## src/rtl/alu_arb_pkg.sv

```systemverilog
// Shared types and constants for the shared-ALU arbiter: FSM states, op selects, default widths.
package alu_arb_pkg;

  localparam int unsigned DW_DEF = 4;
  localparam int unsigned SW_DEF = 3;

  typedef enum logic [1:0] {
    IDLE = 2'd0,
    EXEC = 2'd1,
    RESP = 2'd2
  } state_t;

  localparam logic [2:0] OP_ADD = 3'b000;
  localparam logic [2:0] OP_SUB = 3'b001;
  localparam logic [2:0] OP_AND = 3'b010;
  localparam logic [2:0] OP_OR  = 3'b011;
  localparam logic [2:0] OP_XOR = 3'b100;

endpackage

```

## src/rtl/rr_arb2.sv

```systemverilog
// Combinational 2-way round-robin grant; on contention the requester that did not win last time is picked.
module rr_arb2 (
  input  logic [1:0] valid,
  input  logic       last_gnt,
  input  logic       enable,
  output logic [1:0] gnt,
  output logic       gnt_id
);

  always_comb begin
    gnt    = '0;
    gnt_id = 1'b0;
    if (enable && (valid != 2'b00)) begin
      if (valid == 2'b11) begin
        gnt_id = ~last_gnt;
      end else begin
        gnt_id = valid[1];
      end
      gnt[gnt_id] = 1'b1;
    end
  end

endmodule

```

## src/rtl/alu_share_arb.sv

```systemverilog
// Two-requester front end for one external ALU: accept, register operands, capture result, respond with id.
// Optional grant counters enabled by ALU_SHARE_ARB_STATS_EN.
module alu_share_arb
  import alu_arb_pkg::*;
#(
  parameter int unsigned DW = DW_DEF,
  parameter int unsigned SW = SW_DEF
) (
  input  logic          clk,
  input  logic          rst,
  input  logic          req0_valid,
  output logic          req0_ready,
  input  logic [DW-1:0] req0_a,
  input  logic [DW-1:0] req0_b,
  input  logic [SW-1:0] req0_s,
  input  logic          req1_valid,
  output logic          req1_ready,
  input  logic [DW-1:0] req1_a,
  input  logic [DW-1:0] req1_b,
  input  logic [SW-1:0] req1_s,
  output logic [DW-1:0] alu_a,
  output logic [DW-1:0] alu_b,
  output logic [SW-1:0] alu_s,
  input  logic [DW-1:0] alu_y,
  output logic          rsp_valid,
  input  logic          rsp_ready,
  output logic [DW-1:0] rsp_data,
  output logic          rsp_id
`ifdef ALU_SHARE_ARB_STATS_EN
  ,
  output logic [7:0]    gnt_cnt0,
  output logic [7:0]    gnt_cnt1
`endif
);

  state_t     state;
  logic       last_gnt;
  logic       id;
  logic [1:0] gnt;
  logic       gnt_id;

  rr_arb2 u_arb (
    .valid    ({req1_valid, req0_valid}),
    .last_gnt (last_gnt),
    .enable   (state == IDLE),
    .gnt      (gnt),
    .gnt_id   (gnt_id)
  );

  assign req0_ready = gnt[0];
  assign req1_ready = gnt[1];

  always_ff @(posedge clk) begin
    if (rst) begin
      state     <= IDLE;
      alu_a     <= '0;
      alu_b     <= '0;
      alu_s     <= '0;
      rsp_valid <= 1'b0;
      rsp_data  <= '0;
      rsp_id    <= 1'b0;
      last_gnt  <= 1'b1;
      id        <= 1'b0;
    end else begin
      case (state)
        IDLE: begin
          if (gnt != 2'b00) begin
            alu_a    <= gnt_id ? req1_a : req0_a;
            alu_b    <= gnt_id ? req1_b : req0_b;
            alu_s    <= gnt_id ? req1_s : req0_s;
            id       <= gnt_id;
            last_gnt <= gnt_id;
            state    <= EXEC;
          end
        end
        EXEC: begin
          rsp_data  <= alu_y;
          rsp_id    <= id;
          rsp_valid <= 1'b1;
          state     <= RESP;
        end
        RESP: begin
          if (rsp_ready) begin
            rsp_valid <= 1'b0;
            state     <= IDLE;
          end
        end
        default: state <= IDLE;
      endcase
    end
  end

`ifdef ALU_SHARE_ARB_STATS_EN
  always_ff @(posedge clk) begin
    if (rst) begin
      gnt_cnt0 <= '0;
      gnt_cnt1 <= '0;
    end else begin
      if (gnt[0] && (gnt_cnt0 != 8'hff)) gnt_cnt0 <= gnt_cnt0 + 8'd1;
      if (gnt[1] && (gnt_cnt1 != 8'hff)) gnt_cnt1 <= gnt_cnt1 + 8'd1;
    end
  end
`endif

endmodule
```

## config.mk

```make
export PLATFORM = sky130hd
export DESIGN_NAME = alu_share_arb
export DESIGN_NICKNAME = d
export VERILOG_FILES = /design/src/rtl/alu_arb_pkg.sv /design/src/rtl/rr_arb2.sv /design/src/rtl/alu_share_arb.sv
export SDC_FILE = /design/constraint.sdc
export NUM_CORES = 1
export LEC_CHECK = 0
export ABC_AREA = 1
export CAP_MARGIN = 15
export CORE_MARGIN = 8
export CORE_UTILIZATION = 36
export CTS_CLUSTER_DIAMETER = 40
export DETAILED_ROUTE_END_ITERATION = 8
export GPL_ROUTABILITY_DRIVEN = 0
export PLACE_DENSITY = 0.87
export SYNTH_ARGS = -nofsm -noshare
export SYNTH_HDL_FRONTEND = slang
export SYNTH_SLANG_ARGS = --single-unit
export TNS_END_PERCENT = 50
```

## constraint.sdc

```tcl
create_clock -name clk -period 1.15 [get_ports clk]
set_input_delay 0.345 -clock clk [delete_from_list [all_inputs] [get_ports clk]]
set_output_delay 0.345 -clock clk [all_outputs]
set_load 0.02 [all_outputs]
```

After elaboration in Yosys (flattened, before gate mapping)
Index checks and enable logic that the tools add are counted.

word-level totals
  bits in writable memories = 0
  ROM bits = 0
  register bits after elaboration = 21
  bits of input ports = 31
  word-level logic and storage cells = 40
  output and inout bits = 19
  memories kept = 0
  latch bits = 0

cells by class
  bitwise logic cells = 1
  div/mod/pow operators = 0
  equality and inequality tests = 5
  multiplexer cells = 14
  reduce and logical (&&, ||, !) cells = 9
  order comparisons = 2
  multiply operators = 0
  shift-type cells = 0
  add/sub/neg operators = 0

operator list
  operator              count
  $mux W4               2
  $mux W2               3
  $pmux W2 S3           1
  $reduce_and A2 Y1     3
  $reduce_bool A2 Y1    3
  $mux W1               5
  $eq A2 B2 Y1 const B  2
  $ne A2 B2 Y1 const B  2
  $mux W3               1
  $eq A2 B1 Y1 const B  1
  $logic_and A1 B1 Y1   2
  $logic_not A2 Y1      1
  $lt A1 B2 Y1 const B  1
  $pmux W1 S2           1
  $demux W1 S1          1
  $ge A1 B1 Y1 const B  1
  $not A1 Y1            1

Longest topological paths before layout
Gate-level depths: netlist of the first run.

  depth after elaboration = 11
  gate-level depth with buffers = 7
  mapped depth without buffers = 7

By module
A second synthesis of the first run with hierarchy kept.

second synthesis, totals
  cells, all modules = 156
  area, all modules = 993.5 um^2

modules (own cells, without submodules)
  module         times used  area each (um^2)  cells each
  alu_share_arb  1           964.7             150
  rr_arb2        1           28.8              6

Least setup slack after synthesis of the first run
OpenSTA, ideal clock, no wires.

  path kind = input port to flip-flop
  start point = in req0_valid
  end point = reg alu_a[3]
  cell stages on the path = 7
  path slack = -22 ps
  library setup time = 120 ps
  data arrival time = 1052 ps
  cells stage by stage = nand2_1 nand2_1 nor2_2 inv_2 buf_6 nand2_1 a21oi_1

between the ends
  longest elaborated chain between the ends = 10
  elaborated cells on any way between the ends = 15
  classes of those cells = 2 x order compare; 1 x eq/ne; 7 x mux; 5 x reduce/logical

ends and longest elaborated chain
  element                                                             line                 RTL
  start, declared                                                     alu_share_arb.sv:11  input logic req0_valid,
  $eq A2 B2 Y1                                                        rr_arb2.sv:14        if (valid == 2'b11) begin
  $mux W1                                                             rr_arb2.sv:14
  $mux W1                                                             rr_arb2.sv:13        if (enable && (valid != 2'b00)) begin
  $lt A1 B2 Y1 (implied by the code) or $ge A1 B1 Y1 (tied branches)  rr_arb2.sv:19        gnt[gnt_id] = 1'b1;
  $logic_and A1 B1 Y1 (implied by the code)                           rr_arb2.sv:19
  $mux W1 (implied by the code)                                       rr_arb2.sv:19
  $demux W1 S1                                                        n/a
  $mux W2 (*)                                                         rr_arb2.sv:13
  via req1_ready                                                      alu_share_arb.sv:17  output logic req1_ready,
  $reduce_bool A2 Y1 (*)                                              alu_share_arb.sv:67  if (gnt != 2'b00) begin
  $reduce_and A2 Y1 (no line) (*)                                     n/a
  end signal, assigned                                                alu_share_arb.sv:68  alu_a <= gnt_id ? req1_a : req0_a;
  end, declared                                                       alu_share_arb.sv:21  output logic [DW-1:0] alu_a,

The timed path passes the listed nets; every way through them passes the cells marked *. The select of a mux whose other input is x is not followed.
A chain may end at the register's enable or synchronous reset.

Worst setup path after layout of the first run
  start point = in req0_valid
  end point = out req0_ready

between the ends
  longest elaborated chain between the ends = 8
  elaborated cells on any way between the ends = 11
  classes of those cells = 2 x order compare; 1 x eq/ne; 5 x mux; 3 x reduce/logical

ends and longest elaborated chain
  element                                                             line                 RTL
  $eq A2 B2 Y1                                                        rr_arb2.sv:14
  $mux W1                                                             rr_arb2.sv:14
  $mux W1                                                             rr_arb2.sv:13
  $lt A1 B2 Y1 (implied by the code) or $ge A1 B1 Y1 (tied branches)  rr_arb2.sv:19
  $logic_and A1 B1 Y1 (implied by the code)                           rr_arb2.sv:19
  $mux W1 (implied by the code)                                       rr_arb2.sv:19
  $demux W1 S1                                                        n/a
  $mux W2 (*)                                                         rr_arb2.sv:13
  end, declared                                                       alu_share_arb.sv:12  output logic req0_ready,

Every way passes the cells marked *; elsewhere a longest branch is shown, timed or not. The select of a mux whose other input is x is not followed.

==> metrics.log, run 1 <==
[metrics] outcome: finished, violations left
[metrics] violations in the final reports: setup timing
[metrics] total number of clock tree sinks: 21
[metrics] slack of the critical path: -0.3061 ns
[metrics] first-pass GRT wire length: 5.271 mm
[metrics] PortBufs: 49
[metrics] overall fraction of global-route tracks in use: 15.45%
[metrics] Overflow after GRT: 0
[metrics] data arrival time of the critical path: 1.11 ns
[metrics] Max rail drop VDD: 1.066 mV
[metrics] number of levels the H-tree was split into: 1
[metrics] root cell of the clock tree: clkbuf_4
[metrics] Cells after Synth: 118
[metrics] average wire per standard cell: 17.69 um
[metrics] placeable core region: 2233 um2
[metrics] max-capacitance violation count: 0
[metrics] filler-free cell count of the finished design: 217
[metrics] clock tree from TritonCTS: done
[metrics] number of pins exceeding their max-slew limit in the final report: 0
[metrics] Yosys warnings: 0
[metrics] most used cells in the layout excluding fill and tap cells: 28 x clkdlybuf4s50_1, 22 x buf_6, 19 x dfxtp_2, 17 x buf_4, 15 x nand2_1
[metrics] static leakage: 0.0007742 uW
[metrics] remaining design rule violation count: 0
[metrics] Max Clk Rate: 686.8 MHz
[metrics] die extent in x: 64.94 um
[metrics] type of the setup path with the least slack: input port to output pin
[metrics] total design power: 2117 uW
[metrics] fraction of layout cells with a size suffix above 1: 49.21%
[metrics] via count of the first global-routing pass: 1138
[metrics] sum of negative setup slack: -1.690 ns
[metrics] post-route minimum period: 1.456 ns
[metrics] Worst Tran Pin Value: 0.3644 ns
[metrics] most frequent standard cell in the layout excluding fill and tap cells: clkdlybuf4s50_1
[metrics] buffer depth of the longest clock path: 2
[metrics] Avg Synthesized Cell Area: 7.306 um2
[metrics] cell area after synthesis: 862.1 um2
[metrics] Layout Nets: 221
[metrics] hold buffer count at cts: 0
[metrics] Detailed Route Iter0 Violations: 42
[metrics] total nets after synthesis: 149
[metrics] type of element launching the critical path: input port
[metrics] number of CTS-inserted buffers: 3
[metrics] number of fillers in the final layout: 154
[metrics] post-synthesis to final-layout area growth: 101.9%
[metrics] register area share after synthesis: 48.77%
[metrics] Die Outline Area: 4217 um2
[metrics] RSZ-0062 raised after global routing: true
[metrics] Cell Rows: 17
[metrics] Worst Skew: 0.009565 ns
[metrics] Clock transition at path regs: 0.12 ns
[metrics] endpoints failing setup: 13
[metrics] number of primary I/O pins: 50
[metrics] distinct cell type count after synthesis: 16
[metrics] number of synthesized register bits: 21
[metrics] number of antenna diodes: 0
[metrics] number of antenna violations at the first check in global routing: 0
[metrics] Final Hold Slack: 0.4809 ns
[metrics] utilization after layout: 77.93%
[metrics] Die H: 64.94 um
[metrics] number of detailed-route iterations in the first pass: 4
[metrics] later-pin clock latency in the skew report: 0.31 ns
[metrics] final HPWL from detailed placement: 2.520 mm
[metrics] class of the most critical hold timing path: flop to flop
[metrics] required time of the critical path: 0.81 ns
[metrics] initial standard-cell utilization of the core: 38.60%
[metrics] largest net degree at the start of global routing: 13
[metrics] final wirelength: 3.838 mm
[metrics] Worst Path Max Fanout: 3
[metrics] total power per unit cell area: 1217 nW/um2
[metrics] post-DR vias/cell: 5.171
[metrics] fin crit share: 126.6%
[metrics] via count: 1122
[metrics] post-detailed-route count of antenna-violating nets: 0
[metrics] Rel. slew slack: 75.62%
[metrics] total placed cells including tap cells: 207
[metrics] kind of end point of the critical path: output pin
[metrics] Hold Violations, Final: 0
cell usage after synthesis:
master,count,area (um2)
buf_4,1,7.510
a31oi_1,1,6.260
inv_1,8,30.03
nor2_1,19,71.32
nand3b_1,1,7.510
clkinv_1,1,3.750
buf_6,1,11.26
a21oi_1,20,100.1
dfxtp_1,21,420.4
nor2_2,3,18.77
inv_2,2,7.510
nand3_1,2,10.01
nand2_1,20,75.07
o21ai_0,15,75.07
nand4_1,2,12.51
buf_2,1,5.000
logic make-up (layout without fill, tap and decap cells):
group | count (synthesis) | in the layout | share of synthesized area [%]
flops | 21 | 21 | 48.77
simple gates | 47 | 48 | 22.64
buf+inv | 14 | 84 | 7.547
compound gates | 36 | 36 | 21.05
sequential cells by signal, summed over array words and instances, names as in the netlist, 2 cells and up:
signal and flops:
alu_a 4, alu_b 4, rsp_data 4, alu_s 3, state 2
worst max-delay path, stage by stage:
cell	delay [ns]
dlygate4sd2_1	0.31
inv_1	0.09
nand2_2	0.10
nand3_4	0.08
inv_2	0.07
buf_6	0.11
per-layer routing:
layer  up-vias  part of all wire, %  GRT usage, %
met3        13                  8.5         5.842
met1       523                   34         14.81
met2        56                   53         29.81
met5         -                    0             0
li1        530                    -             -
met4         0                  4.1         4.360
power breakdown:
part / switching [uW] / internal (uW)
Sequential: 65.1 / 827
Combinational: 430 / 437
Clock: 224 / 135
per-stage QoR:
stage | setup slack (ns) | area, um2
4_1_cts | -0.2675 | 1568
6_report | -0.3061 | 1740
3_3_place_gp | -0.9952 | 1481
2_1_floorplan | -0.01704 | 867.1
5_1_grt | -0.3500 | 1740
3_5_place_dp | -1.136 | 1481
area by class of cell:
cell class | count | area (um2) | area share [%]
clock buffers | 4 | 26.28 | 1.510
flip-flops and latches | 21 | 447.9 | 25.74
well taps | 28 | 35.03 | 2.013
inverters | 11 | 53.80 | 3.091
multi-input cells | 84 | 503.0 | 28.90
repair buffers | 69 | 674.4 | 38.75
worst paths after layout:
check / from / slack [ns] / end / cells after the start
worst max-delay path: req0_valid / -0.31 / req0_ready / 6
worst min-delay path: id / 0.48 / id / 2
worst max register to register: last_gnt / -0.20 / alu_a[2] / 10
worst min register to register: id / 0.48 / id / 2
timing repair:
action                                  4_1_cts  5_1_grt
endpoints found under the setup margin       32       35
gates cloned                                  0        1
resized for setup                           127       57
setup buffers                                 3        3
pin swaps                                     7        4
Note: power is estimated with default switching activity, not from simulation.
==> inputs of run 2 (changes only) <==
--- a/config.mk
+++ b/config.mk
@@ -7,12 +7,11 @@
 export LEC_CHECK = 0
 export ABC_AREA = 1
 export CAP_MARGIN = 15
-export CORE_MARGIN = 8
 export CORE_UTILIZATION = 36
 export CTS_CLUSTER_DIAMETER = 40
 export DETAILED_ROUTE_END_ITERATION = 8
 export GPL_ROUTABILITY_DRIVEN = 0
-export PLACE_DENSITY = 0.87
+export PLACE_DENSITY = 0.81
 export SYNTH_ARGS = -nofsm -noshare
 export SYNTH_HDL_FRONTEND = slang
 export SYNTH_SLANG_ARGS = --single-unit
==> run 2 against run 1 <==
Compared with the run above: the flow still finishes with violations (setup timing); routed wire length shrank 27%; final cell count down 0.92%; global-route usage rose by 6.1 points.
==> metrics.log, run 2 (same netlist as run 1, synthesis figures left out) <==
[metrics] number of detailed-route iterations in the first pass: 4
[metrics] RSZ-0062 raised after global routing: true
[metrics] static leakage: 0.0007601 uW
[metrics] number of primary I/O pins: 50
[metrics] PortBufs: 49
[metrics] final wirelength: 2.808 mm
[metrics] average wire per standard cell: 13.06 um
[metrics] number of CTS-inserted buffers: 3
[metrics] number of pins exceeding their max-slew limit in the final report: 0
[metrics] fin crit share: 123.1%
[metrics] kind of end point of the critical path: output pin
[metrics] buffer depth of the longest clock path: 2
[metrics] largest registers: alu_a x4, alu_b x4, rsp_data x4
[metrics] Worst setup startpoint: req1_valid
[metrics] most used cells in the layout excluding fill and tap cells: 28 x clkdlybuf4s50_1, 19 x a21oi_1, 19 x dfxtp_2, 19 x buf_6, 17 x buf_4
[metrics] first-pass GRT wire length: 4.236 mm
[metrics] total number of clock tree sinks: 21
[metrics] Clock transition at path regs: 0.11 ns
[metrics] Worst Skew: 0.004529 ns
[metrics] post-detailed-route count of antenna-violating nets: 0
[metrics] remaining design rule violation count: 0
[metrics] worst stage delay on the critical path: 0.26 ns
[metrics] Die H: 50.94 um
[metrics] footprint of the multi-input gates: 454.2 um2
[metrics] number of levels the H-tree was split into: 1
[metrics] via count: 1061
[metrics] later-pin clock latency in the skew report: 0.30 ns
[metrics] via count of the first global-routing pass: 983
[metrics] data arrival time of the critical path: 1.07 ns
[metrics] required time of the critical path: 0.81 ns
[metrics] startpoint of the lowest-slack hold path: id
[metrics] Top delay family on crit path: buffers and inverters
[metrics] outcome: finished, violations left
[metrics] Worst Path Max Fanout: 3
[metrics] post-synthesis to final-layout area growth: 94.92%
[metrics] critical path's slowest cell: clkdlybuf4s15_1
[metrics] Max rail drop VDD: 0.8613 mV
[metrics] root cell of the clock tree: clkbuf_4
[metrics] uppermost signal routing layer after detailed routing: met4
[metrics] number of antenna diodes: 0
[metrics] clock tree from TritonCTS: done
[metrics] placeable core region: 2233 um2
[metrics] Overflow after GRT: 0
[metrics] post-DR vias/cell: 4.935
[metrics] hold buffer count at cts: 0
[metrics] Reg area: 447.9 um2
[metrics] violations in the final reports: setup timing
[metrics] number of antenna violations at the first check in global routing: 0
[metrics] utilization after layout: 75.24%
[metrics] final HPWL from detailed placement: 1.923 mm
[metrics] met2 wire len: 1.460 mm
[metrics] most frequent standard cell in the layout excluding fill and tap cells: clkdlybuf4s50_1
[metrics] initial standard-cell utilization of the core: 38.60%
[metrics] total power per unit cell area: 1210 nW/um2
[metrics] post-route minimum period: 1.415 ns
[metrics] type of the setup path with the least slack: input port to output pin
[metrics] overall fraction of global-route tracks in use: 21.54%
[metrics] endpoints failing setup: 8
[metrics] fraction of layout cells with a size suffix above 1: 43.85%
[metrics] Max Clk Rate: 706.6 MHz
[metrics] Hold Violations, Final: 0
[metrics] Rel. slew slack: 86.32%
[metrics] slack of the critical path: -0.2653 ns
[metrics] total design power: 2033 uW
[metrics] type of element launching the critical path: input port
[metrics] CP cell instances: clkdlybuf4s15_1 -> inv_1 -> nand2_2 -> nand3_4 -> inv_2 -> buf_6
[metrics] class of the most critical hold timing path: flop to flop
[metrics] largest net degree at the start of global routing: 17
[metrics] Buf/Inv on CP: 4
[metrics] Die Outline Area: 2594 um2
[metrics] Layout Nets: 219
[metrics] Detailed Route Iter0 Violations: 19
[metrics] number of fillers in the final layout: 146
[metrics] detailed-routing wirelength on met1: 1.130 mm
[metrics] die extent in x: 50.94 um
[metrics] routed wire length on met3: 144 um
[metrics] Cell Rows: 17
[metrics] Worst Tran Pin Value: 0.2044 ns
[metrics] max-capacitance violation count: 0
[metrics] RR Startpoint: last_gnt
[run 2: metrics by stage]
step	instance area [um2]	cells	TNS [ns]	hold WS [ns]	worst slack, ns
finish	1680	215	-0.7659	0.4735	-0.2653
global route	1680	215	-1.495	0.5094	-0.3141
CTS	1515	212	-0.7213	0.4751	-0.2682
detailed placement	1479	205	-13.00	0.4582	-1.064
global placement	1479	205	-11.61	0.4559	-0.9873
floorplan	867.1	118	-0.01704	0.4141	-0.01704
[run 2: layout make-up]
cell class,instances,area share (%)
clock buffers,4,1.564
well taps,28,2.085
inverters,11,2.978
repair inverters,1,0.3723
flip-flops and latches,21,26.66
repair buffers,67,39.32
multi-input cells,83,27.03
[run 2: power by group]
part / internal [uW] / leakage (uW) / switching (uW)
logic: 415 / 0.000565 / 382
clock network: 135 / 0.0000150 / 215
registers: 826 / 0.000180 / 59.4
total: 1380 / 0.000760 / 657
[run 2: worst min-delay path: stages (launching register included)]
cell and delay [ns]:
dfxtp_1 0.33, nand2_1 0.06, a21oi_1 0.05
[run 2: worst paths after layout]
check             slack [ns]  cells after the start         end
setup / recovery       -0.27                      6  req0_ready
hold / removal          0.47                      2          id
setup reg to reg       -0.09                      9    alu_b[3]
hold reg to reg         0.47                      2          id
[run 2: repair_timing]
item                                    in CTS  in global routing
setup buffers                                3                  5
gates resized for setup                    112                 55
endpoints found under the setup margin      32                 38
pin swaps                                    7                  9
gates cloned                                 0                  2
[run 2: metal layers]
layer  up-vias  global-route usage [%]
met5         -                       0
met4         0                   5.093
met3         9                   5.952
met2        37                   38.60
met1       488                   25.00
li1        527                       -
